## src/rtl/pipe_decode.sv

```systemverilog
// Pipelined one-hot decoder. Wide decodes are split into groups of six lines:
// a recursive instance selects the group while the sub-index travels alongside.
module pipe_decode #(
  parameter int WIDTH = 10
) (
  input  logic                     clk,
  input  logic                     rst,
  input  logic                     in_valid,
  input  logic [$clog2(WIDTH)-1:0] in_idx,
  output logic [WIDTH-1:0]         out,
  output logic                     out_valid,
  output logic                     out_err
);

  function automatic int calc_lat(input int w);
    int l;
    int r;
    l = 1;
    r = w;
    while (r > 6) begin
      r = (r + 5) / 6;
      l++;
    end
    return l;
  endfunction

  localparam int IW = $clog2(WIDTH);

  logic [WIDTH-1:0] out_q, out_d;
  logic             out_valid_q, out_valid_d;
  logic             out_err_q, out_err_d;
  logic             range_err;

  assign range_err = in_valid && ({1'b0, in_idx} >= (IW+1)'(WIDTH));

  generate
    if (WIDTH <= 6) begin : g_leaf
      for (genvar gi = 0; gi < WIDTH; gi++) begin : g_line
        assign out_d[gi] = in_valid & ~range_err & (in_idx == IW'(gi));
      end
      assign out_valid_d = in_valid;
      assign out_err_d   = range_err;
    end else begin : g_tree
      localparam int G     = (WIDTH + 5) / 6;
      localparam int GW    = $clog2(G);
      localparam int LAT_G = calc_lat(G);

      logic [G-1:0]  grp_sel;
      logic          grp_valid;
      logic          grp_err;
      logic [GW-1:0] grp_idx;
      // {range error, sub-index} carried in step with the group-select pipeline
      logic [3:0]    dly_q [LAT_G];

      // Out-of-range indices may truncate onto a real group; the delayed error bit masks that.
      assign grp_idx = GW'(in_idx / 6);

      pipe_decode #(
        .WIDTH(G)
      ) u_grp (
        .clk      (clk),
        .rst      (rst),
        .in_valid (in_valid),
        .in_idx   (grp_idx),
        .out      (grp_sel),
        .out_valid(grp_valid),
        .out_err  (grp_err)
      );

      always_ff @(posedge clk) begin
        if (rst) begin
          for (int i = 0; i < LAT_G; i++) dly_q[i] <= '0;
        end else begin
          dly_q[0] <= {range_err, 3'(in_idx % 6)};
          for (int i = 1; i < LAT_G; i++) dly_q[i] <= dly_q[i-1];
        end
      end

      for (genvar gi = 0; gi < WIDTH; gi++) begin : g_line
        assign out_d[gi] = grp_sel[gi/6] & ~dly_q[LAT_G-1][3]
                           & (dly_q[LAT_G-1][2:0] == 3'(gi % 6));
      end
      assign out_valid_d = grp_valid;
      assign out_err_d   = dly_q[LAT_G-1][3] | grp_err;
    end
  endgenerate

  always_ff @(posedge clk) begin
    if (rst) begin
      out_q       <= '0;
      out_valid_q <= 1'b0;
      out_err_q   <= 1'b0;
    end else begin
      out_q       <= out_d;
      out_valid_q <= out_valid_d;
      out_err_q   <= out_err_d;
    end
  end

  assign out       = out_q;
  assign out_valid = out_valid_q;
  assign out_err   = out_err_q;

endmodule

```

## config.mk

```make
export PLATFORM = sky130hd
export DESIGN_NAME = pipe_decode
export DESIGN_NICKNAME = d
export VERILOG_FILES = /design/src/rtl/pipe_decode.sv
export SDC_FILE = /design/constraint.sdc
export NUM_CORES = 1
export LEC_CHECK = 0
export CORE_AREA = 10 10 47 49
export CTS_BUF_LIST = sky130_fd_sc_hd__clkbuf_4
export DETAILED_ROUTE_END_ITERATION = 8
export DIE_AREA = 0 0 57 59
export MAX_ROUTING_LAYER = met4
export PLACE_DENSITY = 0.82
export SYNTH_ARGS = -nofsm -noshare
export SYNTH_HDL_FRONTEND = slang
export SYNTH_SLANG_ARGS = --single-unit
export TNS_END_PERCENT = 1
```

## constraint.sdc

```tcl
create_clock -name clk -period 1.59 [get_ports clk]
set_input_delay 0.318 -clock clk [delete_from_list [all_inputs] [get_ports clk]]
set_output_delay 0.318 -clock clk [all_outputs]
set_load 0.01 [all_outputs]
```

==> results of run 1 <==
## cell usage in the layout (no fill, tap or decap), drive strengths merged
cell type,netlist,final
nor2,9,9
a31oi,1,1
and2,1,1
ha,1,1
inv,3,3
nor3b,1,1
and3,2,2
nand2b,1,1
clkinv,0,1
clkbuf,1,3
nor4b,2,2
o211a,1,1
or2,1,1
or4b,1,1
nand4b,1,1
clkdlybuf4s50,0,18
a311oi,1,1
dfxtp,19,19
o21ai,2,2
buf,0,5
nor3,2,2
nand2,4,4
a21oi,1,1
nor2b,4,4
o221a,1,1
## area by class of cell
cell class / instances / area [sq um] / area share
Clock buffer: 3 / 22.5 / 0.0248
Timing Repair Buffer: 23 / 218 / 0.240
Sequential cell: 19 / 380 / 0.419
Clock inverter: 1 / 5.00 / 0.00551
Inverter: 3 / 11.3 / 0.0124
Tap cell: 16 / 20.0 / 0.0220
Multi-Input combinational cell: 37 / 251 / 0.277
## power groups by stage
| stage | Combinational (mW) | Sequential [mW] | Clock, mW |
|---|---|---|---|
| after floorplan | 0.0363 | 0.511 | 0 |
| after global placement | 0.0787 | 0.513 | 0 |
| after detailed placement | 0.0802 | 0.514 | 0 |
| after CTS | 0.0805 | 0.503 | 0.236 |
| after global routing | 0.0887 | 0.505 | 0.253 |
| final | 0.0797 | 0.503 | 0.233 |
## worst paths after layout
path / startpoint / to / slack (ps) / cells past startpoint
worst max-delay path: out[4] / out[4] / 130 / 1
worst min register to register: g_tree.u_grp.out_valid / out_valid / 450 / 1
worst max register to register: g_tree.dly_q[0][1] / out[1] / 500 / 2
worst min-delay path: g_tree.u_grp.out_valid / out_valid / 450 / 1
## sequential cells by signal, indices dropped and copies added, names as in the netlist
signal and cells:
out_err 1, g_tree.u_grp.out_valid 1, out 10, g_tree.u_grp.out 2, out_valid 1, g_tree.dly_q 4
## cell families (layout without fill, tap and decap cells)
logic type,after synthesis,in the layout,share of synthesized area
AND/OR/NAND/NOR,29,29,0.280
adder cells (fa/ha/maj),1,1,0.0193
buffers and inverters,4,30,0.0232
AO/OA/AOI/OAI,7,7,0.0890
flip-flops,19,19,0.588
## per-stage QoR
step	total power, mW	instances	util	setup WS [ps]
3_3_place_gp	0.592	98	0.629	-36.5
2_1_floorplan	0.548	60	-	462
6_report	0.815	102	0.648	126
4_1_cts	0.819	102	0.648	108
5_1_grt	0.847	102	0.648	77.0
3_5_place_dp	0.594	98	0.629	-86.1
## routing by layer
layer  global-route usage  wire length, microns  up-vias
li1                     -                     -      256
met1               0.0727                   502      209
met2                0.118                   508       18
met3               0.0300                    82        2
met4               0.0403                    14        0
met5                    -                     0        -
==> results.json, run 1 <==
{
  "status": "completed",
  "p_sw_frac": 0.226,
  "synthCells": 60,
  "dieArea_sq_um": 3360,
  "ir_drop_v": 0.000588,
  "p_per_area_nw_per_um2": 898,
  "tightestPinTransition_ps": 349,
  "hold_path.class": "register to register",
  "clockRootBuffer": "clkbuf_4",
  "wl_per_cell_microns": 10.9,
  "slew_headroom": 0.764,
  "post_cts_buffers": 0,
  "p_switching_mw": 0.184,
  "yosysTopAreaCell": "dfxtp_1",
  "ys_warn_count": 0,
  "cts_max_path_buffers": 2,
  "seqPwrFrac": 0.616,
  "rsz0062_at_grt": "false",
  "grt_max_degree": 12,
  "critPathMaxFanout": 1,
  "synth_area_sq_um": 647,
  "fillCellCount": 114,
  "p_int_mw": 0.631,
  "post-dp-hpwl_microns": 956,
  "synth.top_cell.area_share": 0.588,
  "path_cells": "clkdlybuf4s50_1",
  "nets": 95,
  "vias": 485,
  "antenna_found_initial": 0,
  "rows": 14,
  "syn_to_final_growth_pct": 40.4,
  "placed_area_sq_um": 881,
  "cp.required_ps": 1270,
  "ctsResizeCount": 0,
  "final_area_sq_um": 908,
  "grt-ovfl-total": 0,
  "clkSlewWorstSetupHoldPaths_ps": 100,
  "fin_setup_tns_ps": 0,
  "end_kind": "primary output",
  "cp_top_family": "buffers and inverters",
  "max_stage_delay_ps": 530,
  "core_area_sq_um": 1400,
  "drt_first_pass_iters": 4,
  "synth.area.top_cells": "dfxtp_1, nor2_1, nor2b_1",
  "synth.distinct_cells": 26,
  "hold_viol_final": 0,
  "crit_buf_inv": 1,
  "gp_congestion": 0.764,
  "cts_buffers": 3,
  "wirelength_microns": 1110,
  "p_leak_nw": 0.376,
  "start_util": 0.462,
  "drtAntennaViolNets": 0,
  "via_per_inst": 4.75,
  "grt_pass1_wl_microns": 1970,
  "async_reset_ff_frac": 0,
  "track_usage": 0.0725,
  "diodes": 0,
  "drv_slew": 0,
  "drv_cap": 0,
  "drt_iter0_drc": 8,
  "holdBufCountCts": 0,
  "ys_ff_latch": 19,
  "yosysMostFrequentCell": "dfxtp_1",
  "drc": 0,
  "placement.io_buffers": 18,
  "clk_latency_ps": 290,
  "crit_slowest_cell": "clkdlybuf4s50_1",
  "pin_count": 19,
  "pwr-share-clk": 0.286,
  "die_w_microns": 57,
  "synthesis.nets": 68,
  "avgSynthCellArea_sq_um": 10.8,
  "grt_pass1_vias": 483,
  "synth_flop_cell": "dfxtp_1",
  "synth_seq_area_share": 0.588,
  "clock_sinks": 19,
  "cp-start-kind": "register",
  "critical_path_class": "register to primary output",
  "timing.hold.ws_ps": 454,
  "fmax_mhz": 683,
  "htreeDepth": 1,
  "post-route-min-period_ps": 1460,
  "fin_skew_ps": 0.891,
  "synth_edf_count": 0,
  "cts_tree": "built",
  "layout-drive-gt1-share": 0.174,
  "die_height_microns": 59,
  "worstPathArrival_ps": 1150,
  "p_comb_frac": 0.098,
  "synth_commonest_cells": "dfxtp_1, nor2_1, nand2_1",
  "setup_viol": 0,
  "period_share": 0.921
}
(Power assumes the default switching activity.)
==> run 2, diff against run 1 <==
==> constraint.sdc (replaced) <==
create_clock -name clk -period 1.59 [get_ports clk]
set_input_delay 0.3975 -clock clk [delete_from_list [all_inputs] [get_ports clk]]
set_output_delay 0.3975 -clock clk [all_outputs]
set_load 0.01 [all_outputs]
==> results.json, run 2 (synthesis gave the netlist of run 1 again) <==
{
  "status": "completed",
  "holdBufCountCts": 0,
  "fmax_mhz": 651,
  "cts_tree": "built",
  "p_sw_frac": 0.216,
  "cts_buffers": 3,
  "clock_sinks": 19,
  "track_usage": 0.0806,
  "post-route-min-period_ps": 1540,
  "clkSlewWorstSetupHoldPaths_ps": 100,
  "period_share": 0.967,
  "grt-ovfl-total": 0,
  "p_int_mw": 0.653,
  "wirelength_microns": 1230,
  "p_per_area_nw_per_um2": 902,
  "dieArea_sq_um": 3360,
  "setup_viol": 0,
  "dp.cells": 99,
  "gp_congestion": 0.766,
  "syn_to_final_growth_pct": 42.7,
  "largest_reg_flops": 10,
  "antenna_found_initial": 0,
  "clockRootBuffer": "clkbuf_4",
  "grt_pass1_vias": 508,
  "cp-start-kind": "register",
  "grt_max_degree": 11,
  "start_util": 0.462,
  "seqPwrFrac": 0.603,
  "end_kind": "primary output",
  "die_w_microns": 57,
  "cp.required_ps": 1190,
  "fin_skew_ps": 3.10,
  "nets": 96,
  "grt_pass1_wl_microns": 2130,
  "diodes": 0,
  "max_stage_delay_ps": 530,
  "layout-drive-gt1-share": 0.184,
  "critical_path_class": "register to primary output",
  "drc": 0,
  "rows": 14,
  "hold_viol_final": 0,
  "layout.cells.most_common": "dfxtp_1",
  "critPathMaxFanout": 1,
  "slew_headroom": 0.758,
  "pwr-share-clk": 0.298,
  "pin_count": 19,
  "final_area_sq_um": 923,
  "cts_max_path_buffers": 2,
  "htreeDepth": 1,
  "final_cell_mix": "dfxtp_1, clkdlybuf4s50_1, nor2_1, buf_4",
  "die_height_microns": 59,
  "fin_cells": 103,
  "hold_path.class": "register to register",
  "p_switching_mw": 0.180,
  "post-dp-hpwl_microns": 1020,
  "worstPathArrival_ps": 1140,
  "placement.io_buffers": 18,
  "cp_top_family": "buffers and inverters",
  "crit_buf_inv": 1,
  "tightestPinTransition_ps": 358,
  "p_leak_nw": 0.418,
  "via_per_inst": 4.79,
  "drt_iter0_drc": 2,
  "core_area_sq_um": 1400,
  "wl_per_cell_microns": 11.9,
  "path_cells": "clkdlybuf4s50_1",
  "placed_area_sq_um": 888,
  "fin_setup_tns_ps": 0,
  "drt_first_pass_iters": 4,
  "rsz0062_at_grt": "false",
  "drtAntennaViolNets": 0,
  "drv_cap": 0,
  "clk_latency_ps": 280,
  "timing.hold.ws_ps": 456,
  "crit_slowest_cell": "clkdlybuf4s50_1",
  "drv_slew": 0,
  "vias": 493,
  "fin_total_pwr_mw": 0.833,
  "p_comb_frac": 0.098,
  "ir_drop_v": 0.000537
}
run 2: power by group through the flow:
stage / logic [mW] / registers, mW / clock network, mW
floorplan: 0.0363 / 0.511 / 0
global placement: 0.0805 / 0.513 / 0
detailed placement: 0.0823 / 0.514 / 0
global route: 0.0907 / 0.505 / 0.271
CTS: 0.0829 / 0.503 / 0.254
finish: 0.0818 / 0.503 / 0.249
run 2: worst paths after layout:
path                                from         to  slack (ps)  cells past startpoint
setup / recovery               out_valid  out_valid          50                      1
hold / removal    g_tree.u_grp.out_valid  out_valid         460                      1
setup reg to reg      g_tree.dly_q[0][1]     out[1]         500                      2
hold reg to reg   g_tree.u_grp.out_valid  out_valid         460                      1
run 2: area by class of cell:
class                           instances  area [sq um]
Tap cell                               16          20.0
Timing Repair Buffer                   24           230
Sequential cell                        19           380
Fill cell                             118           478
Clock buffer                            4          30.0
Multi-Input combinational cell         37           251
Inverter                                3          11.3
run 2: stage by stage:
| step | utilization | setup slack (ps) |
|---|---|---|
| 5_1_grt | 0.659 | 1.35 |
| 2_1_floorplan | - | 383 |
| 4_1_cts | 0.655 | 14.0 |
| 6_report | 0.659 | 52.8 |
| 3_3_place_gp | 0.634 | -116 |
| 3_5_place_dp | 0.634 | -151 |
run 2: routing by layer:
| metal | part of all wire | vias to the layer above | GRT usage |
|---|---|---|---|
| met1 | 0.43 | 212 | 0.0740 |
| met3 | 0.081 | 2 | 0.0451 |
| met4 | 0.0049 | 0 | 0.0403 |
| met2 | 0.48 | 16 | 0.133 |
| met5 | 0 | - | - |
| li1 | - | 263 | - |
run 2: timing repair:
item	4_1_cts	5_1_grt
setup endpoints to repair	0	2
gates resized for setup	0	2
hold endpoints to repair	0	0
setup buffers	0	0
